## src/rtl/solver_io_pkg.sv

```systemverilog
// Shared definitions for the solver result I/O path.
//   ASC_*      : ASCII constants used by the hex formatter
//   fmt_state_t: formatter FSM encoding (IDLE=0, DIGIT=1, SEP=2)
//   hex_ascii  : 4-bit nibble -> upper-case ASCII hex digit
package solver_io_pkg;

    localparam logic [7:0] ASC_0  = 8'h30;
    localparam logic [7:0] ASC_A  = 8'h41;
    localparam logic [7:0] ASC_LF = 8'h0A;

    // State names carry an S_ prefix so they never collide with the SEP byte parameter.
    typedef enum logic [1:0] {
        S_IDLE  = 2'd0,
        S_DIGIT = 2'd1,
        S_SEP   = 2'd2
    } fmt_state_t;

    function automatic logic [7:0] hex_ascii(input logic [3:0] nib);
        if (nib < 4'd10)
            return ASC_0 + {4'h0, nib};
        else
            return ASC_A + ({4'h0, nib} - 8'd10);
    endfunction

endpackage

```

## src/rtl/word_fifo.sv

```systemverilog
// Small synchronous word FIFO with separate read/write pointers and a count.
// Ports:
//   clock, reset     : clock, synchronous active-high reset (empties the FIFO)
//   push, push_data  : write request and data; ignored while full
//   pop              : read request; ignored while empty
//   head             : oldest entry, valid whenever !empty
//   full, empty      : registered occupancy flags (decoded from count)
module word_fifo #(
    parameter int WIDTH = 32,
    parameter int DEPTH = 4
) (
    input  logic             clock,
    input  logic             reset,
    input  logic             push,
    input  logic [WIDTH-1:0] push_data,
    input  logic             pop,
    output logic [WIDTH-1:0] head,
    output logic             full,
    output logic             empty
);

    localparam int PW = $clog2(DEPTH);
    localparam int CW = PW + 1;

    logic [WIDTH-1:0] mem [DEPTH];
    logic [PW-1:0]    wr_ptr, rd_ptr;
    logic [CW-1:0]    count;
    logic             do_push, do_pop;

    assign do_push = push && !full;
    assign do_pop  = pop && !empty;

    // Storage needs no reset: entries are only read once count says they were written.
    always_ff @(posedge clock) begin
        if (do_push)
            mem[wr_ptr] <= push_data;
    end

    always_ff @(posedge clock) begin
        if (reset) begin
            wr_ptr <= '0;
            rd_ptr <= '0;
            count  <= '0;
        end else begin
            if (do_push) wr_ptr <= wr_ptr + 1'b1;
            if (do_pop)  rd_ptr <= rd_ptr + 1'b1;
            // Simultaneous push and pop leave the count unchanged.
            case ({do_push, do_pop})
                2'b10:   count <= count + 1'b1;
                2'b01:   count <= count - 1'b1;
                default: count <= count;
            endcase
        end
    end

    assign head  = mem[rd_ptr];
    assign full  = (count == CW'(DEPTH));
    assign empty = (count == '0);

endmodule

```

## src/rtl/hex_line_formatter.sv

```systemverilog
// Buffers solver result words and renders each as upper-case ASCII hex
// (MSB nibble first, leading zeros kept) followed by one separator byte,
// streamed to the JTAG-UART bridge byte port.
// Ports:
//   clock, reset       : clock, synchronous active-high reset
//   in_valid/in_data   : result word offer; accepted when in_valid && in_ready
//   in_ready           : FIFO not full (registered state only)
//   serial_ready       : bridge accepts a byte this cycle
//   serial_send        : registered byte-valid
//   serial_dataToSend  : registered ASCII byte
//   busy               : FIFO non-empty or a line in progress
module hex_line_formatter
    import solver_io_pkg::*;
#(
    parameter int         WORD_W     = 32,
    parameter int         FIFO_DEPTH = 4,
    parameter logic [7:0] SEP        = ASC_LF
) (
    input  logic              clock,
    input  logic              reset,
    input  logic              in_valid,
    input  logic [WORD_W-1:0] in_data,
    output logic              in_ready,
    input  logic              serial_ready,
    output logic              serial_send,
    output logic [7:0]        serial_dataToSend,
    output logic              busy
);

    localparam int NDIG   = WORD_W / 4;
    localparam int DCNT_W = (NDIG > 1) ? $clog2(NDIG) : 1;

    logic              fifo_push, fifo_pop, fifo_full, fifo_empty;
    logic [WORD_W-1:0] fifo_head;

    fmt_state_t        state, state_n;
    logic [WORD_W-1:0] sh, sh_n, sh_shl;
    logic [DCNT_W-1:0] dcnt, dcnt_n;
    logic              send_q, send_n;
    logic [7:0]        byte_q, byte_n;

    assign in_ready  = !fifo_full;
    assign fifo_push = in_valid && !fifo_full;

    word_fifo #(
        .WIDTH (WORD_W),
        .DEPTH (FIFO_DEPTH)
    ) u_fifo (
        .clock     (clock),
        .reset     (reset),
        .push      (fifo_push),
        .push_data (in_data),
        .pop       (fifo_pop),
        .head      (fifo_head),
        .full      (fifo_full),
        .empty     (fifo_empty)
    );

    always_ff @(posedge clock) begin
        if (reset) begin
            state  <= S_IDLE;
            sh     <= '0;
            dcnt   <= '0;
            send_q <= 1'b0;
            byte_q <= 8'h00;
        end else begin
            state  <= state_n;
            sh     <= sh_n;
            dcnt   <= dcnt_n;
            send_q <= send_n;
            byte_q <= byte_n;
        end
    end

    // The next byte is precomputed from the shifted word so the output byte
    // is a plain register that only changes on a transfer.
    assign sh_shl = sh << 4;

    always_comb begin
        state_n  = state;
        sh_n     = sh;
        dcnt_n   = dcnt;
        send_n   = send_q;
        byte_n   = byte_q;
        fifo_pop = 1'b0;
        case (state)
            S_IDLE: begin
                if (!fifo_empty) begin
                    fifo_pop = 1'b1;
                    sh_n     = fifo_head;
                    dcnt_n   = DCNT_W'(NDIG - 1);
                    send_n   = 1'b1;
                    byte_n   = hex_ascii(fifo_head[WORD_W-1 -: 4]);
                    state_n  = S_DIGIT;
                end
            end
            S_DIGIT: begin
                // serial_send is always high here, so serial_ready alone marks a transfer.
                if (serial_ready) begin
                    sh_n = sh_shl;
                    if (dcnt == '0) begin
                        byte_n  = SEP;
                        state_n = S_SEP;
                    end else begin
                        dcnt_n = dcnt - 1'b1;
                        byte_n = hex_ascii(sh_shl[WORD_W-1 -: 4]);
                    end
                end
            end
            S_SEP: begin
                if (serial_ready) begin
                    send_n  = 1'b0;
                    state_n = S_IDLE;
                end
            end
            default: begin
                send_n  = 1'b0;
                state_n = S_IDLE;
            end
        endcase
    end

    assign serial_send       = send_q;
    assign serial_dataToSend = byte_q;
    assign busy              = !fifo_empty || (state != S_IDLE);

endmodule

```

## config.mk

```make
export PLATFORM = sky130hd
export DESIGN_NAME = hex_line_formatter
export DESIGN_NICKNAME = d
export VERILOG_FILES = /design/src/rtl/solver_io_pkg.sv /design/src/rtl/word_fifo.sv /design/src/rtl/hex_line_formatter.sv
export SDC_FILE = /design/constraint.sdc
export NUM_CORES = 1
export LEC_CHECK = 0
export CELL_PAD_IN_SITES_DETAIL_PLACEMENT = 1
export CELL_PAD_IN_SITES_GLOBAL_PLACEMENT = 1
export CORE_MARGIN = 10
export CORE_UTILIZATION = 48
export CTS_BUF_LIST = sky130_fd_sc_hd__clkbuf_2 sky130_fd_sc_hd__clkbuf_4 sky130_fd_sc_hd__clkbuf_8
export CTS_CLUSTER_SIZE = 24
export DETAILED_ROUTE_END_ITERATION = 6
export PLACE_DENSITY_LB_ADDON = 0.1
export REMOVE_ABC_BUFFERS = 1
export SYNTH_ARGS = -nofsm -noshare
export SYNTH_HDL_FRONTEND = slang
export SYNTH_HIERARCHICAL = 1
export SYNTH_SLANG_ARGS = --single-unit
```

## constraint.sdc

```tcl
create_clock -name clock -period 3 [get_ports clock]
set_input_delay 0.3 -clock clock [delete_from_list [all_inputs] [get_ports clock]]
set_output_delay 0.3 -clock clock [all_outputs]
set_load 0.02 [all_outputs]
```

==> out/qor.log <==
INFO  worst_setup_path worst_r2r_path_depth=10
INFO  floorplanning  start_util=0.487
INFO  sta            skew=0.0108ns
INFO  pwr            switching_share=0.342
INFO  placement      dp_cells=683
INFO  cts            cts_tree=built
INFO  final_layout   final_layout_size_suffix_gt1_frac=0.159
INFO  grt            grt_max_usage_layer=met2
INFO  grt            track_usage=0.151
INFO  pwr            seq_power_share=0.411
INFO  cts            htree_num_levels=4
INFO  floorplanning  floorplan.io_pins=47
INFO  final_layout   area_growth_syn_to_layout=13.7%
INFO  yosys          synth.yosys.warnings=6
INFO  grt            grt_first_pass_wirelength=23600um
INFO  final_layout   fillerInstances=1426
INFO  grt            grt_antenna_before_repair=0
INFO  yosys          netlist-cell-type-count=52
INFO  cts            cts.sinks=178
INFO  floorplanning  chipWidth=144um
INFO  worst_setup_path ff_to_ff_setup_slack=0.24ns
INFO  placement      dp_slack=0.275ns
INFO  placement      globalplace.congestion=0.748
INFO  route          drt-initial-drc-count=206
INFO  grt            via_count_of_the_first_global_routing_pass=4310
INFO  route          final_antenna_net_count=0
INFO  sta            fmaxAchievable=363MHz
INFO  worst_setup_path worstSetupStartpointType=flip-flop
INFO  pwr            cellInternalPower=0.00533W
INFO  cts            cts-hold-fix-buffers=0
INFO  sta            final_period_minus_worst_setup_slack=2.76ns
INFO  grt            grt_util_met1=0.177
INFO  final_layout   layout.nets=566
INFO  pwr            cellLeakagePower=2.95nW
INFO  worst_setup_path worst-setup-path-type=reg2reg
INFO  route          wl_per_cell=20.7um
INFO  grt            grt_max_degree=60
INFO  cts            postCtsSetupBuffers=0
INFO  run            max_cap_violations=0
INFO  status         status=finished clean
INFO  final_layout   seqCellArea=4850squm
INFO  route          via_count=3985
INFO  worst_setup_path critical_path_peak_fanout=9
INFO  final_layout   area_of_the_multi_input_gates=2240squm
INFO  worst_setup_path worst_setup_path_end_kind=flip-flop
INFO  sta            timing_hold_violations_final=0
INFO  cts            clk_transition_reported_paths=0.08ns
INFO  grt            globalRoute.totalOverflow=0
INFO  worst_hold_path hold_path.class=in2reg
INFO  final_layout   stdcell_count=715
INFO  yosys          register_area_share_after_synthesis=0.657
INFO  sta            timing.max_slew.rel_slack=0.490
INFO  pwr            power.share.combinational=0.367
INFO  sta            setup_viol_count_final=0
INFO  yosys          synth-edff-count=128
INFO  placement      io_buffers=45
INFO  route          vias_per_cell=5.57
INFO  worst_hold_path worstHoldPathCells=2
INFO  cts            cts_buffers=17
INFO  cts            worstSkewPairLatency=0.45ns
INFO  yosys          number_of_synthesized_register_bits=178
INFO  floorplanning  floorplan_die_area=20700squm
INFO  sta            timing.hold.ws=0.379ns
INFO  sta            layout_worst_path_cycle_share=0.919
INFO  yosys          synth_async_sr_flop_share=0
INFO  yosys          dominant_register_cell_in_the_synthesized_netlist=sky130_fd_sc_hd__edfxtp_1
INFO  pwr            power_density=967nW/um^2
INFO  cts            cts-resized-gates=0
INFO  floorplanning  count_of_standard_cell_rows=45
INFO  cts            clock_tree.buffer_depth=2
INFO  sta            maxSlewViolCount=0
INFO  final_layout   layout.cells.most_common=sky130_fd_sc_hd__edfxtp_1
INFO  final_layout   post-route-cell-area=8380squm
INFO  sta            grt_setup_unrepaired=false
INFO  placement      dpl.hpwl=9230um
INFO  sta            timing_worst_slew_pin_value=0.765ns
INFO  pwr            total_power=0.00810W
INFO  placement      placedInstanceArea=7940squm
INFO  yosys          area_of_the_mapped_netlist=7370squm
INFO  pwr            peak_supply_drop=0.397mV
INFO  pwr            power_frac_clock=0.222
INFO  yosys          postSynthCellCount=468
INFO  worst_setup_path worst_ep_arrival_time=3.13ns
INFO  yosys          synth.avg_cell_area=15.7squm
INFO  cts            clk_root_buffer_cell=sky130_fd_sc_hd__clkbuf_8
INFO  sta            finalWorstSetupSlack=0.244ns
INFO  floorplanning  die_height=144um
INFO  final_layout   commonest_non_fill_non_tap_cells_in_the_layout=128 x sky130_fd_sc_hd__edfxtp_1, 49 x sky130_fd_sc_hd__dfxtp_1, 44 x sky130_fd_sc_hd__clkdlybuf4s50_1
INFO  worst_setup_path required=3.37ns
INFO  final_layout   insertedDiodeCount=0
INFO  grt            use_met2=0.264
INFO  pwr            net-switching-power=0.00277W
INFO  route          routed_wirelength=14800um
INFO  route          firstDrtPassIters=4
INFO  floorplanning  core_region_area=15100squm
INFO  route          route.detailed.drc=0
INFO  grt            grtUsageMet3=0.0370
[power groups by stage]
| stage | Combinational (W) | Clock (W) | Sequential [W] |
|---|---|---|---|
| after floorplan | 0.00201 | 0 | 0.00345 |
| after global placement | 0.00291 | 0 | 0.00337 |
| after detailed placement | 0.00300 | 0 | 0.00339 |
| after CTS | 0.00303 | 0.00185 | 0.00334 |
| after global routing | 0.00330 | 0.00196 | 0.00338 |
| final | 0.00297 | 0.00180 | 0.00333 |
[critical path, cell delays in order, from the launching register on]
cell and delay (ns):
sky130_fd_sc_hd__dfxtp_1 0.46, sky130_fd_sc_hd__nor3_2 0.13, sky130_fd_sc_hd__nor3_2 0.57, sky130_fd_sc_hd__o31ai_2 0.19, sky130_fd_sc_hd__inv_1 0.10, sky130_fd_sc_hd__ha_1 0.18
sky130_fd_sc_hd__inv_1 0.06, sky130_fd_sc_hd__fa_1 0.38, sky130_fd_sc_hd__xor2_1 0.16, sky130_fd_sc_hd__or3_1 0.31, sky130_fd_sc_hd__a21oi_1 0.13
[synth_stat cells (2+ instances only)]
library cell                 n  share of area
sky130_fd_sc_hd__edfxtp_1  128           0.52
sky130_fd_sc_hd__dfxtp_1    50           0.14
sky130_fd_sc_hd__nor2_1     43          0.022
sky130_fd_sc_hd__mux4_2     30          0.092
sky130_fd_sc_hd__mux2i_1    29          0.039
sky130_fd_sc_hd__a211oi_1   27          0.027
sky130_fd_sc_hd__inv_1      21          0.011
sky130_fd_sc_hd__ha_1       15          0.025
sky130_fd_sc_hd__o21ai_0    13         0.0088
sky130_fd_sc_hd__a21oi_1    11         0.0075
sky130_fd_sc_hd__buf_2       9         0.0061
sky130_fd_sc_hd__nand2_1     7         0.0036
sky130_fd_sc_hd__xor2_1      7         0.0083
sky130_fd_sc_hd__a22oi_1     5         0.0051
sky130_fd_sc_hd__clkbuf_1    5         0.0025
sky130_fd_sc_hd__nor2b_1     5         0.0042
sky130_fd_sc_hd__and2_1      4         0.0034
sky130_fd_sc_hd__buf_4       4         0.0041
sky130_fd_sc_hd__buf_6       4         0.0061
sky130_fd_sc_hd__a311oi_1    3         0.0036
sky130_fd_sc_hd__buf_12      3         0.0081
sky130_fd_sc_hd__nand2b_1    3         0.0025
sky130_fd_sc_hd__or3_1       3         0.0025
sky130_fd_sc_hd__a21o_1      2         0.0020
sky130_fd_sc_hd__a221oi_1    2         0.0024
sky130_fd_sc_hd__and3_1      2         0.0017
sky130_fd_sc_hd__buf_1       2         0.0010
sky130_fd_sc_hd__mux4_1      2         0.0071
sky130_fd_sc_hd__nand3b_1    2         0.0020
sky130_fd_sc_hd__nor3_1      2         0.0014
sky130_fd_sc_hd__nor3_2      2         0.0027
sky130_fd_sc_hd__o21a_1      2         0.0020
sky130_fd_sc_hd__xnor2_1     2         0.0024
[logic make-up (layout without fill, tap and decap cells)]
family	Yosys count	in the layout	synth area share
flip-flops	178	178	0.657
adder cells (fa/ha/maj)	16	16	0.0282
XOR/XNOR	9	9	0.0107
AND/OR/NAND/NOR	80	80	0.0531
buffers and inverters	49	108	0.0397
other	1	1	0.000509
AO/OA/AOI/OAI	74	74	0.0723
multiplexers	61	61	0.138
[worst paths after layout]
| kind | startpoint | endpoint |
|---|---|---|
| worst min register to register | serial_dataToSend[1] | serial_dataToSend[1] |
| worst max-delay path | u_fifo/count[0] | u_fifo/count[2] |
| worst max register to register | u_fifo/count[0] | u_fifo/count[2] |
| worst min-delay path | reset | state[1] |
[through the flow]
| stage | utilization | TNS (ns) |
|---|---|---|
| floorplan | - | -2.57 |
| global placement | 0.524 | 0 |
| detailed placement | 0.524 | 0 |
| CTS | 0.554 | 0 |
| global route | 0.554 | 0 |
| finish | 0.554 | 0 |
[layout make-up]
cell class | instances | area share
multi-input cells | 241 | 0.268
flip-flops and latches | 178 | 0.578
repair buffers | 55 | 0.0636
well taps | 188 | 0.0281
clock buffers | 18 | 0.0295
inverters | 21 | 0.00940
clock inverters | 14 | 0.0239
[metal layers]
layer,vias to the layer above,wire length (um)
li1,1882,-
met1,2030,6570
met2,49,7670
met3,24,352
met4,0,200
met5,-,0
[registers in the layout, summed over array words and instances (netlist names), named ones only]
signal             cells
dcnt                   3
serial_dataToSend      7
serial_send            1
sh                    28
state                  2
u_fifo/count           3
u_fifo/mem           128
u_fifo/rd_ptr          2
u_fifo/wr_ptr          2
Power figures use the tool's default switching activity.
